<file path="config.mk">
export PLATFORM = sky130hd
export DESIGN_NAME = sci_sync_peer_flat
export DESIGN_NICKNAME = d
export VERILOG_FILES = /design/src/rtl/sh7034_pkg.sv /design/src/rtl/sci_sync_peer_if.sv /design/src/rtl/sci_peer_fifo.sv /design/src/rtl/sci_sync_peer.sv /design/src/flat_wrapper.sv
export SDC_FILE = /design/constraint.sdc
export NUM_CORES = 1
export LEC_CHECK = 0
export BUFFER_PORTS_ARGS = -buffer_cell sky130_fd_sc_hd__buf_2
export CAP_MARGIN = 15
export CORE_UTILIZATION = 45
export CTS_CLUSTER_DIAMETER = 30
export DETAILED_ROUTE_END_ITERATION = 10
export PLACE_DENSITY = 0.62
export SYNTH_ARGS = -nofsm -noshare
export SYNTH_HDL_FRONTEND = slang
export SYNTH_SLANG_ARGS = --single-unit
</file>
<file path="constraint.sdc">
create_clock -name CLK -period 2.41 [get_ports CLK]
set_clock_uncertainty 0.1 [all_clocks]
set_input_delay 0 -clock CLK [delete_from_list [all_inputs] [get_ports CLK]]
set_output_delay 0 -clock CLK [all_outputs]
set_load 0.02 [all_outputs]
</file>
<file path="src/rtl/sh7034_pkg.sv">
// rtl/sh7034_pkg.sv - shared constants for SH7034 subsystem peers
package sh7034_pkg;

  // Byte shifted out when the SCI clocks a byte and the TX FIFO has nothing queued.
  localparam logic [7:0] SCI_PEER_IDLE_BYTE = 8'hFF;

endpackage

</file>
<file path="src/rtl/sci_sync_peer_if.sv">
// rtl/sci_sync_peer_if.sv - device-side byte handshake of the SCI sync peer
interface sci_sync_peer_if;
  logic [7:0] TX_DATA;
  logic       TX_WR;
  logic       TX_FULL;
  logic       TX_EMPTY;
  logic [7:0] RX_DATA;
  logic       RX_VALID;

  modport master (
    output TX_DATA, TX_WR,
    input  TX_FULL, TX_EMPTY, RX_DATA, RX_VALID
  );

  modport slave (
    input  TX_DATA, TX_WR,
    output TX_FULL, TX_EMPTY, RX_DATA, RX_VALID
  );
endinterface

</file>
<file path="src/rtl/sci_peer_fifo.sv">
// rtl/sci_peer_fifo.sv - show-ahead synchronous FIFO with registered exact flags
module sci_peer_fifo #(
  parameter int FIFO_DEPTH = 4,
  parameter int WIDTH      = 8
) (
  input  logic             CLK,
  input  logic             RST_N,
  input  logic             CE,
  input  logic             WR,
  input  logic [WIDTH-1:0] WDATA,
  input  logic             RD,
  output logic [WIDTH-1:0] RDATA,
  output logic             FULL,
  output logic             EMPTY
);
  localparam int AW = $clog2(FIFO_DEPTH);
  localparam logic [AW:0] PTR_ONE = {{AW{1'b0}}, 1'b1};

  logic [WIDTH-1:0] mem [FIFO_DEPTH];
  logic [AW:0] wp_q, wp_d, rp_q, rp_d;
  logic        full_q, full_d, empty_q, empty_d;
  logic        wr_en, rd_en;

  assign wr_en = WR & ~full_q;
  assign rd_en = RD & ~empty_q;

  // Flags come from the next pointers so they are exact in the cycle after any update.
  always_comb begin
    wp_d    = wr_en ? wp_q + PTR_ONE : wp_q;
    rp_d    = rd_en ? rp_q + PTR_ONE : rp_q;
    empty_d = (wp_d == rp_d);
    full_d  = (wp_d[AW] != rp_d[AW]) && (wp_d[AW-1:0] == rp_d[AW-1:0]);
  end

  always_ff @(posedge CLK or negedge RST_N) begin
    if (!RST_N) begin
      wp_q    <= '0;
      rp_q    <= '0;
      full_q  <= 1'b0;
      empty_q <= 1'b1;
    end else if (CE) begin
      wp_q    <= wp_d;
      rp_q    <= rp_d;
      full_q  <= full_d;
      empty_q <= empty_d;
    end
  end

  always_ff @(posedge CLK) begin
    if (CE && wr_en) mem[wp_q[AW-1:0]] <= WDATA;
  end

  assign RDATA = mem[rp_q[AW-1:0]];
  assign FULL  = full_q;
  assign EMPTY = empty_q;
endmodule

</file>
<file path="src/rtl/sci_sync_peer.sv">
// rtl/sci_sync_peer.sv - device-side endpoint of the SH7034 SCI clocked-synchronous mode
module sci_sync_peer
  import sh7034_pkg::*;
#(
  parameter int FIFO_DEPTH   = 4,
  parameter int IDLE_TIMEOUT = 1024
) (
  input  logic CLK,
  input  logic RST_N,
  input  logic CE,
  input  logic EN,
  input  logic SCK_I,
  input  logic SDI,
  output logic SDO,
  output logic TX_UNDERRUN,
  output logic SYNC_ERR,
  sci_sync_peer_if.slave bus
);
  localparam logic [15:0] IDLE_LIMIT = 16'(IDLE_TIMEOUT);

  logic       sck_s1_q, sck_s2_q, sck_prev_q;
  logic       sck_fall, sck_rise;
  logic [2:0] bcnt_q, bcnt_d;
  logic [7:0] tsr_q, tsr_d, rsr_q, rsr_d, rx_data_q, rx_data_d;
  logic       sdo_q, sdo_d;
  logic       rx_valid_q, rx_valid_d, underrun_q, underrun_d, sync_err_q, sync_err_d;
  logic [15:0] idle_q, idle_d;
  logic       fifo_rd, fifo_empty, fifo_full;
  logic [7:0] fifo_rdata;

  sci_peer_fifo #(.FIFO_DEPTH(FIFO_DEPTH), .WIDTH(8)) u_fifo (
    .CLK   (CLK),
    .RST_N (RST_N),
    .CE    (CE),
    .WR    (bus.TX_WR),
    .WDATA (bus.TX_DATA),
    .RD    (fifo_rd),
    .RDATA (fifo_rdata),
    .FULL  (fifo_full),
    .EMPTY (fifo_empty)
  );

  assign sck_fall = sck_prev_q & ~sck_s2_q;
  assign sck_rise = ~sck_prev_q & sck_s2_q;

  always_comb begin
    bcnt_d     = bcnt_q;
    tsr_d      = tsr_q;
    rsr_d      = rsr_q;
    rx_data_d  = rx_data_q;
    sdo_d      = sdo_q;
    idle_d     = idle_q;
    rx_valid_d = 1'b0;
    underrun_d = 1'b0;
    sync_err_d = 1'b0;
    fifo_rd    = 1'b0;

    if (!EN) begin
      bcnt_d = 3'd0;
      sdo_d  = 1'b1;
      idle_d = 16'd0;
    end else if (sck_fall) begin
      idle_d = 16'd0;
      if (bcnt_q == 3'd0) begin
        if (!fifo_empty) begin
          fifo_rd = 1'b1;
          tsr_d   = fifo_rdata;
          sdo_d   = fifo_rdata[0];
        end else begin
          tsr_d      = SCI_PEER_IDLE_BYTE;
          sdo_d      = 1'b1;
          underrun_d = 1'b1;
        end
      end else begin
        sdo_d = tsr_q[bcnt_q];
      end
    end else if (sck_rise) begin
      idle_d = 16'd0;
      rsr_d  = {SDI, rsr_q[7:1]};
      bcnt_d = bcnt_q + 3'd1;
      if (bcnt_q == 3'd7) begin
        rx_data_d  = {SDI, rsr_q[7:1]};
        rx_valid_d = 1'b1;
      end
    end else if (idle_q == IDLE_LIMIT) begin
      // Saturated timer: clearing BCNT makes the abandon (and SYNC_ERR) happen only once.
      sdo_d = 1'b1;
      if (bcnt_q != 3'd0) begin
        bcnt_d     = 3'd0;
        rsr_d      = 8'd0;
        sync_err_d = 1'b1;
      end
    end else begin
      idle_d = idle_q + 16'd1;
    end
  end

  always_ff @(posedge CLK or negedge RST_N) begin
    if (!RST_N) begin
      sck_s1_q   <= 1'b1;
      sck_s2_q   <= 1'b1;
      sck_prev_q <= 1'b1;
      bcnt_q     <= 3'd0;
      tsr_q      <= 8'd0;
      rsr_q      <= 8'd0;
      rx_data_q  <= 8'd0;
      sdo_q      <= 1'b1;
      idle_q     <= 16'd0;
      rx_valid_q <= 1'b0;
      underrun_q <= 1'b0;
      sync_err_q <= 1'b0;
    end else if (CE) begin
      sck_s1_q   <= SCK_I;
      sck_s2_q   <= sck_s1_q;
      sck_prev_q <= sck_s2_q;
      bcnt_q     <= bcnt_d;
      tsr_q      <= tsr_d;
      rsr_q      <= rsr_d;
      rx_data_q  <= rx_data_d;
      sdo_q      <= sdo_d;
      idle_q     <= idle_d;
      rx_valid_q <= rx_valid_d;
      underrun_q <= underrun_d;
      sync_err_q <= sync_err_d;
    end
  end

  assign SDO          = sdo_q;
  assign TX_UNDERRUN  = underrun_q;
  assign SYNC_ERR     = sync_err_q;
  assign bus.RX_DATA  = rx_data_q;
  assign bus.RX_VALID = rx_valid_q;
  assign bus.TX_FULL  = fifo_full;
  assign bus.TX_EMPTY = fifo_empty;
endmodule
</file>
<file path="src/flat_wrapper.sv">
// flat-port wrapper written by rule: the top's interface ports become plain ports
module sci_sync_peer_flat import sh7034_pkg::*;
#(
  parameter int FIFO_DEPTH   = 4,
  parameter int IDLE_TIMEOUT = 1024
)
  (CLK, RST_N, CE, EN, SCK_I, SDI, SDO, TX_UNDERRUN, SYNC_ERR, bus_TX_DATA, bus_TX_WR, bus_TX_FULL, bus_TX_EMPTY, bus_RX_DATA, bus_RX_VALID);
  sci_sync_peer_if bus_i ();
  input  logic CLK;
  input  logic RST_N;
  input  logic CE;
  input  logic EN;
  input  logic SCK_I;
  input  logic SDI;
  output logic SDO;
  output logic TX_UNDERRUN;
  output logic SYNC_ERR;
  input wire logic [$bits(bus_i.TX_DATA)-1:0] bus_TX_DATA;
  input wire logic [$bits(bus_i.TX_WR)-1:0] bus_TX_WR;
  output wire logic [$bits(bus_i.TX_FULL)-1:0] bus_TX_FULL;
  output wire logic [$bits(bus_i.TX_EMPTY)-1:0] bus_TX_EMPTY;
  output wire logic [$bits(bus_i.RX_DATA)-1:0] bus_RX_DATA;
  output wire logic [$bits(bus_i.RX_VALID)-1:0] bus_RX_VALID;
  assign bus_i.TX_DATA = bus_TX_DATA;
  assign bus_i.TX_WR = bus_TX_WR;
  assign bus_TX_FULL = bus_i.TX_FULL;
  assign bus_TX_EMPTY = bus_i.TX_EMPTY;
  assign bus_RX_DATA = bus_i.RX_DATA;
  assign bus_RX_VALID = bus_i.RX_VALID;
  sci_sync_peer #(.FIFO_DEPTH(FIFO_DEPTH), .IDLE_TIMEOUT(IDLE_TIMEOUT)) u_core (.CLK(CLK), .RST_N(RST_N), .CE(CE), .EN(EN), .SCK_I(SCK_I), .SDI(SDI), .SDO(SDO), .TX_UNDERRUN(TX_UNDERRUN), .SYNC_ERR(SYNC_ERR), .bus(bus_i));
endmodule
</file>
# Word level (Yosys, flattened, before mapping)
# Memory sizes are Yosys's and may differ from the RTL's.
# Index checks and enable logic that the tools add are counted.
# Widths: inputs -> output; s select.
op_classes:
  addsub: 4
  magnitude_cmp: 1
  n_eq_ne: 11
  muxes: 42
  bitwise_logic: 9
  reduce_logical: 12
op_table:
  columns: ["operator", "count"]
  rows:
  - ["$mux 16", 4]
  - ["$mux 8", 4]
  - ["$mux 1", 26]
  - ["$mux 3", 7]
  - ["$add 16x1->16 const B", 1]
  - ["$eq 16x11->1 const B", 1]
  - ["$reduce_and 5->1", 2]
  - ["$add 3x1->3 const B", 3]
  - ["$ne 3x1->1 const B", 3]
  - ["$reduce_and 4->1", 2]
  - ["$not 1->1", 5]
  - ["$and 1x1->1", 4]
  - ["$lt 3x4->1 const B", 1]
  - ["$ne 4x2->1 const B", 1]
  - ["$reduce_bool 2->1", 2]
  - ["$bmux 1 s3", 1]
  - ["$eq 3x3->1", 1]
  - ["$eq 3x3->1 const B", 1]
  - ["$logic_not 3->1", 1]
  - ["$ne 3x2->1 const B", 1]
  - ["$reduce_and 3->1", 1]
  - ["$reduce_bool 3->1", 1]
  - ["$eq 2x2->1", 1]
  - ["$logic_and 1x1->1", 2]
  - ["3 further kinds", 3]
word_totals:
  regBits: 58
  mem_bits_rw: 32
  inputBits: 15
  memories: 1
mem_list:
  columns: ["name", "depth", "word_bits", "read_ports", "rd_ports_with_merged_regs", "write_ports", "line_no", "source"]
  rows:
  - ["u_core.u_fifo.mem", 4, 8, 1, 0, 1, "sci_peer_fifo.sv:19", "logic [WIDTH-1:0] mem [FIFO_DEPTH];"]

# Longest topological paths before layout
depth:
  word_depth: 8
  mapped_depth: 8
  depth_no_buf: 7

# Hierarchy
# A second synthesis with hierarchy kept.
unflattened:
  hier_cells: 329
  hier_area_um2: 4159.0
by_module_without_submodules:
  columns: ["module", "n_inst", "cells_per_inst", "area_each_um2", "seq_area_each_um2"]
  rows:
  - ["sci_sync_peer", 1, 239, 2447.3, 1231.2]
  - ["sci_peer_fifo", 1, 90, 1711.6, 1162.4]

# Least setup slack after synthesis
# Ideal clock, no wire load.
synth_path:
  path_kind: "reg-to-reg"
  from: "reg u_core.u_fifo.wp_q[0]"
  to: "reg u_core.u_fifo.empty_q, in the netlist u_core.u_fifo.EMPTY"
  setup_time_ps: 79
  t_arrival_ps: 1767
  t_required_ps: 2231
  slack_ps: 464
  stages_incl_launch_ff: 8
  path_buffers: 0
  cell_sequence: "dfrtp_1 -> inv_1 -> ha_1 -> or4bb_1 -> o311ai_0 -> a2111oi_2 -> a21o_1 -> a22o_1"
synth_between:
  elab_chain_len: 3
synth_lines:
  columns: ["element", "line_no", "source"]
  rows:
  - ["start, declared", "sci_peer_fifo.sv:20", "logic [AW:0] wp_q, wp_d, rp_q, rp_d;"]
  - ["start signal, assigned", "sci_peer_fifo.sv:42", "wp_q <= wp_d;"]
  - ["$add 3x1->3", "sci_peer_fifo.sv:29", "wp_d = wr_en ? wp_q + PTR_ONE : wp_q;"]
  - ["$mux 3 (*)", "sci_peer_fifo.sv:29", null]
  - ["$eq 3x3->1 (*)", "sci_peer_fifo.sv:31", "empty_d = (wp_d == rp_d);"]
  - ["end signal, assigned", "sci_peer_fifo.sv:45", "empty_q <= empty_d;"]
  - ["end, declared", "sci_peer_fifo.sv:21", "logic full_q, full_d, empty_q, empty_d;"]
# Mark *: on every way between the ends. The rest lies on a longest branch, timed or not.
# A chain may end at the register's enable or synchronous reset.

# Worst setup path after layout
layout_path:
  from: "reg u_core.sck_s2_q"
  to: "reg u_core.idle_q[11]"
layout_between:
  elab_chain_len: 4
  word_cells_on_any_way: 8
  classes_between: "1 x eq/ne; 3 x mux; 3 x bitwise; 1 x reduce/logical"
layout_lines:
  columns: ["element", "line_no", "source"]
  rows:
  - ["start, declared", "sci_sync_peer.sv:21", "logic sck_s1_q, sck_s2_q, sck_prev_q;"]
  - ["start signal, assigned", "sci_sync_peer.sv:114", "sck_s2_q <= sck_s1_q;"]
  - ["$not 1->1 / $and 1x1->1 (equally long branches)", "sci_sync_peer.sv:43, sci_sync_peer.sv:44", null]
  - ["$and 1x1->1 / $mux 16 (equally long branches)", "sci_sync_peer.sv:43, sci_sync_peer.sv:77", null]
  - ["$ne 4x2->1 (no source line) / $mux 16 (equally long branches)", null, null]
  - ["$reduce_and 2->1 (no source line) / $mux 16 (equally long branches)", null, null]
  - ["end signal, assigned", "sci_sync_peer.sv:121", "idle_q <= idle_d;"]
  - ["end, declared", "sci_sync_peer.sv:27", "logic [15:0] idle_q, idle_d;"]
# Several ways; a longest one is shown, not always the timed one.

==> flow_metrics.py <==
metrics = {
    "timing": {
        "timing.setup.tns_ns": 0,
        "tightestPinTransition_ns": 0.932,
        "report.final.setup_viol": 0,
        "final.min_clock_period_ns": 2.18,
        "post-route-period-util_pct": 90.6,
        "number_of_slew_limit_violations_in_the_final_report": 0,
        "timing.fmax_mhz": 458,
        "final_hold_violation_count": 0,
        "setup_repair_after_global_routing_missed_its_margin": "false",
        "slew_limit_headroom_pct": 37.6,
    },
    "synth": {
        "edff_count_synth": 32,
        "synth_cells": 327,
        "synth_area_per_cell_um2": 12.6,
        "yosys_most_used_dff": "sky130_fd_sc_hd__dfrtp_1",
        "syn-cell-area_um2": 4120,
        "synthArstFlopShare_pct": 64.0,
        "synthDominantAreaCellType": "sky130_fd_sc_hd__dfrtp_1",
        "synth_fp_nets": 354,
        "yosysTopAreaCellShare_pct": 31.6,
        "yosysWarningCount": 0,
        "synth_sequential_area_ratio_pct": 58.1,
        "yosys-top-cells-area": "sky130_fd_sc_hd__dfrtp_1, sky130_fd_sc_hd__edfxtp_1, sky130_fd_sc_hd__mux4_2",
        "yosysUniqueCellTypes": 57,
        "ys_ff_latch": 89,
    },
    "status": {
        "outcome": "finished, violations left",
        "violations_in_the_final_reports": "design-rule violations",
    },
    "routing": {
        "route.antenna.remaining_nets": 0,
        "drt-initial-drc-count": 73,
        "remaining_design_rule_violation_count": 2,
        "vias": 2643,
        "routed_wire_length_per_instance_um": 15.6,
        "drt_pass1_iterations": 7,
        "route.final.wire_length_mm": 7.58,
        "drt_via_density": 5.43,
    },
    "clock_tree": {
        "ctsLongestPathBuffers": 2,
        "clock_insertion_delay_worst_skew_ns": 0.37,
        "h_tree_depth": 3,
        "cts_post_setup_buffers_inserted": 0,
        "tritoncts_clock_tree": "yes",
        "number_of_buffers_inserted_during_clock_tree_synthesis": 9,
        "cts-root-buf": "sky130_fd_sc_hd__clkbuf_8",
        "cts_resized": 0,
        "worst_setup_hold_path_clk_slew_ns": 0.10,
        "cts.sinks": 89,
    },
    "final_layout": {
        "most-common-layout-cells": "sky130_fd_sc_hd__dfrtp_1, sky130_fd_sc_hd__edfxtp_1, sky130_fd_sc_hd__nor2_1",
        "final_common_cell": "sky130_fd_sc_hd__dfrtp_1",
        "final-instance-count-excl-fill": 487,
        "final_net_count": 401,
        "area_delta_synth_final_pct": 14.5,
        "n_antenna_cell": 0,
        "drive_above_1_share_pct": 24.8,
    },
    "grt": {
        "maximum_number_of_pins_on_one_net_before_global_route_repair": 31,
        "antenna_violations_before_repair": 0,
        "global_route_wire_length_before_repair_mm": 12.8,
        "grt-ovfl-total": 0,
        "grt_util_all_layers_pct": 17.2,
        "via_count_of_the_first_global_routing_pass": 2645,
    },
    "power": {
        "power.density_cell_area_nw_per_um2": 874,
        "comb_power_share_pct": 25.4,
        "pwr-share-clk_pct": 25.4,
        "p_int_mw": 2.77,
        "share_seq_of_total_power_pct": 49.2,
        "ir_worst_vdd_mv": 0.541,
        "leakage_power_of_the_design_nw": 1.98,
        "total_switching_power_mw": 1.36,
        "switching_share_pct": 32.9,
    },
    "critical_path": {
        "critPathLaunchType": "register",
        "path_class": "reg -> reg",
        "crit_path_end_kind": "register",
        "critPathMaxFanout": 12,
        "cp.required_ns": 2.57,
        "crit_arrival_ns": 2.35,
    },
    "floorplan": {
        "start_util_pct": 46.8,
        "fp.coreArea_um2": 8810,
        "placement_rows": 34,
        "die_w_um": 97.7,
        "die_height_um": 97.7,
        "design.die.area_um2": 9540,
        "num_io_pins": 29,
    },
    "placed_design": {
        "dpl.hpwl_mm": 5.19,
        "placedCellCount": 458,
        "gp_weighted_congestion": 0.818,
        "portBuffers": 28,
    },
    "min_path": {
        "timing.hold.worst.class": "in -> reg",
    },
    "flow_run": {
        "maxCapViolations": 0,
    },
}
power by group through the flow:
stage                     combinational [mW]  clock (mW)  sequential [mW]
after detailed placement                1.04           0             2.07
after CTS                               1.06        1.07             2.04
after global placement                  1.02           0             2.07
after floorplan                        0.869           0             1.98
after global routing                    1.17        1.13             2.07
final                                   1.05        1.05             2.03
what timing repair did:
item,4_1_cts,5_1_grt
endpoints found under the hold margin,70,0
hold buffers,13,0
endpoints found under the setup margin,0,0
cell usage after synthesis, types with 3 or more instances:
cell,n
sky130_fd_sc_hd__and3_1,5
sky130_fd_sc_hd__inv_1,13
sky130_fd_sc_hd__nor2_1,30
sky130_fd_sc_hd__nand4_1,4
sky130_fd_sc_hd__nand3_1,9
sky130_fd_sc_hd__clkbuf_1,5
sky130_fd_sc_hd__mux2_2,11
sky130_fd_sc_hd__mux4_2,10
sky130_fd_sc_hd__a21oi_1,13
sky130_fd_sc_hd__edfxtp_1,32
sky130_fd_sc_hd__o31ai_1,8
sky130_fd_sc_hd__nand2b_1,3
sky130_fd_sc_hd__o21ai_0,17
sky130_fd_sc_hd__ha_1,12
sky130_fd_sc_hd__nor4_1,5
sky130_fd_sc_hd__nor2b_1,3
sky130_fd_sc_hd__o21ai_2,3
sky130_fd_sc_hd__buf_2,3
sky130_fd_sc_hd__nand2_1,18
sky130_fd_sc_hd__xnor2_1,6
sky130_fd_sc_hd__dfstp_2,5
sky130_fd_sc_hd__dfrtp_1,52
sky130_fd_sc_hd__a22o_1,9
sky130_fd_sc_hd__xor2_1,4
sky130_fd_sc_hd__a31oi_1,5
sky130_fd_sc_hd__and2_1,5
sky130_fd_sc_hd__nor3_1,3
final timing paths:
path	from	end	slack [ns]	cells after the start
hold / removal	bus_TX_WR	u_core.u_fifo.wp_q[0]$_DFFE_PN0P_	0.09	4
max in group asynchronous	RST_N	u_core.sck_prev_q$_DFFE_PN1P_	1.44	3
min in group asynchronous	RST_N	u_core.idle_q[5]$_DFFE_PN0P_	0.10	2
setup / recovery	u_core.sck_s2_q$_DFFE_PN1P_	u_core.idle_q[11]$_DFFE_PN0P_	0.23	6
hold reg to reg	u_core.rsr_q[1]$_DFFE_PN0P_	u_core.rsr_q[1]$_DFFE_PN0P_	0.40	1
setup reg to reg	u_core.sck_s2_q$_DFFE_PN1P_	u_core.idle_q[11]$_DFFE_PN0P_	0.23	6
area by class of cell:
class | count | area (um^2)
fillers | 748 | 4090
flip-flops and latches | 89 | 2390
multi-input cells | 211 | 1590
repair buffers | 49 | 343
well taps | 108 | 135
clock buffers | 9 | 124
clock inverters | 7 | 81.3
inverters | 14 | 52.6
routing by layer:
metal	up-vias	part of all wire [%]	GRT usage [%]
li1	1299	-	-
met1	1292	47	22.5
met2	46	49	28.6
met3	6	2.7	3.31
met4	0	1.2	6.29
met5	-	0	0
cell families (layout without fill, tap and decap cells):
kind of cell             Yosys count  count (layout)  synth area share, %
multiplexers                      23              23                 8.96
flip-flops                        89              89                 58.1
adder cells (fa/ha/maj)           12              12                 3.64
AND/OR/NAND/NOR                   97              97                 12.4
AO/OA/AOI/OAI                     69              69                 11.4
buffers and inverters             27              79                 3.37
XOR/XNOR                          10              10                 2.13
sequential cells by signal (all words and copies together), names as in the netlist:
register	count
u_core.u_fifo.mem	32
u_core.idle_q	16
u_core.bus.RX_DATA	8
u_core.tsr_q	8
u_core.rsr_q	7
u_core.bcnt_q	3
u_core.u_fifo.rp_q	3
u_core.u_fifo.wp_q	3
u_core.SDO	1
u_core.SYNC_ERR	1
u_core.TX_UNDERRUN	1
u_core.bus.RX_VALID	1
u_core.sck_prev_q	1
u_core.sck_s1_q	1
u_core.sck_s2_q	1
u_core.u_fifo.EMPTY	1
u_core.u_fifo.FULL	1
critical path: stages (launching register included):
cell                       delay, ns
sky130_fd_sc_hd__dfstp_2        0.55
sky130_fd_sc_hd__inv_1          0.05
sky130_fd_sc_hd__ha_1           0.23
sky130_fd_sc_hd__nand2b_4       0.17
sky130_fd_sc_hd__or2_4          0.29
sky130_fd_sc_hd__or2_4          0.34
sky130_fd_sc_hd__o41ai_1        0.35
metrics by stage:
step / worst slack (ns) / instance area [um^2] / total power, mW / hold slack (ns) / utilization [%]
finish: 0.226 / 4720 / 4.12 / 0.0918 / 53.6
global route: 0.0454 / 4720 / 4.38 / 0.116 / 53.6
floorplan: 0.464 / 4120 / 2.85 / -0.396 / -
global placement: 0.216 / 4380 / 3.09 / -0.0113 / 49.8
CTS: 0.226 / 4720 / 4.17 / 0.0920 / 53.6
detailed placement: 0.234 / 4380 / 3.11 / -0.0162 / 49.8
Note: power is estimated with default switching activity, not from simulation.
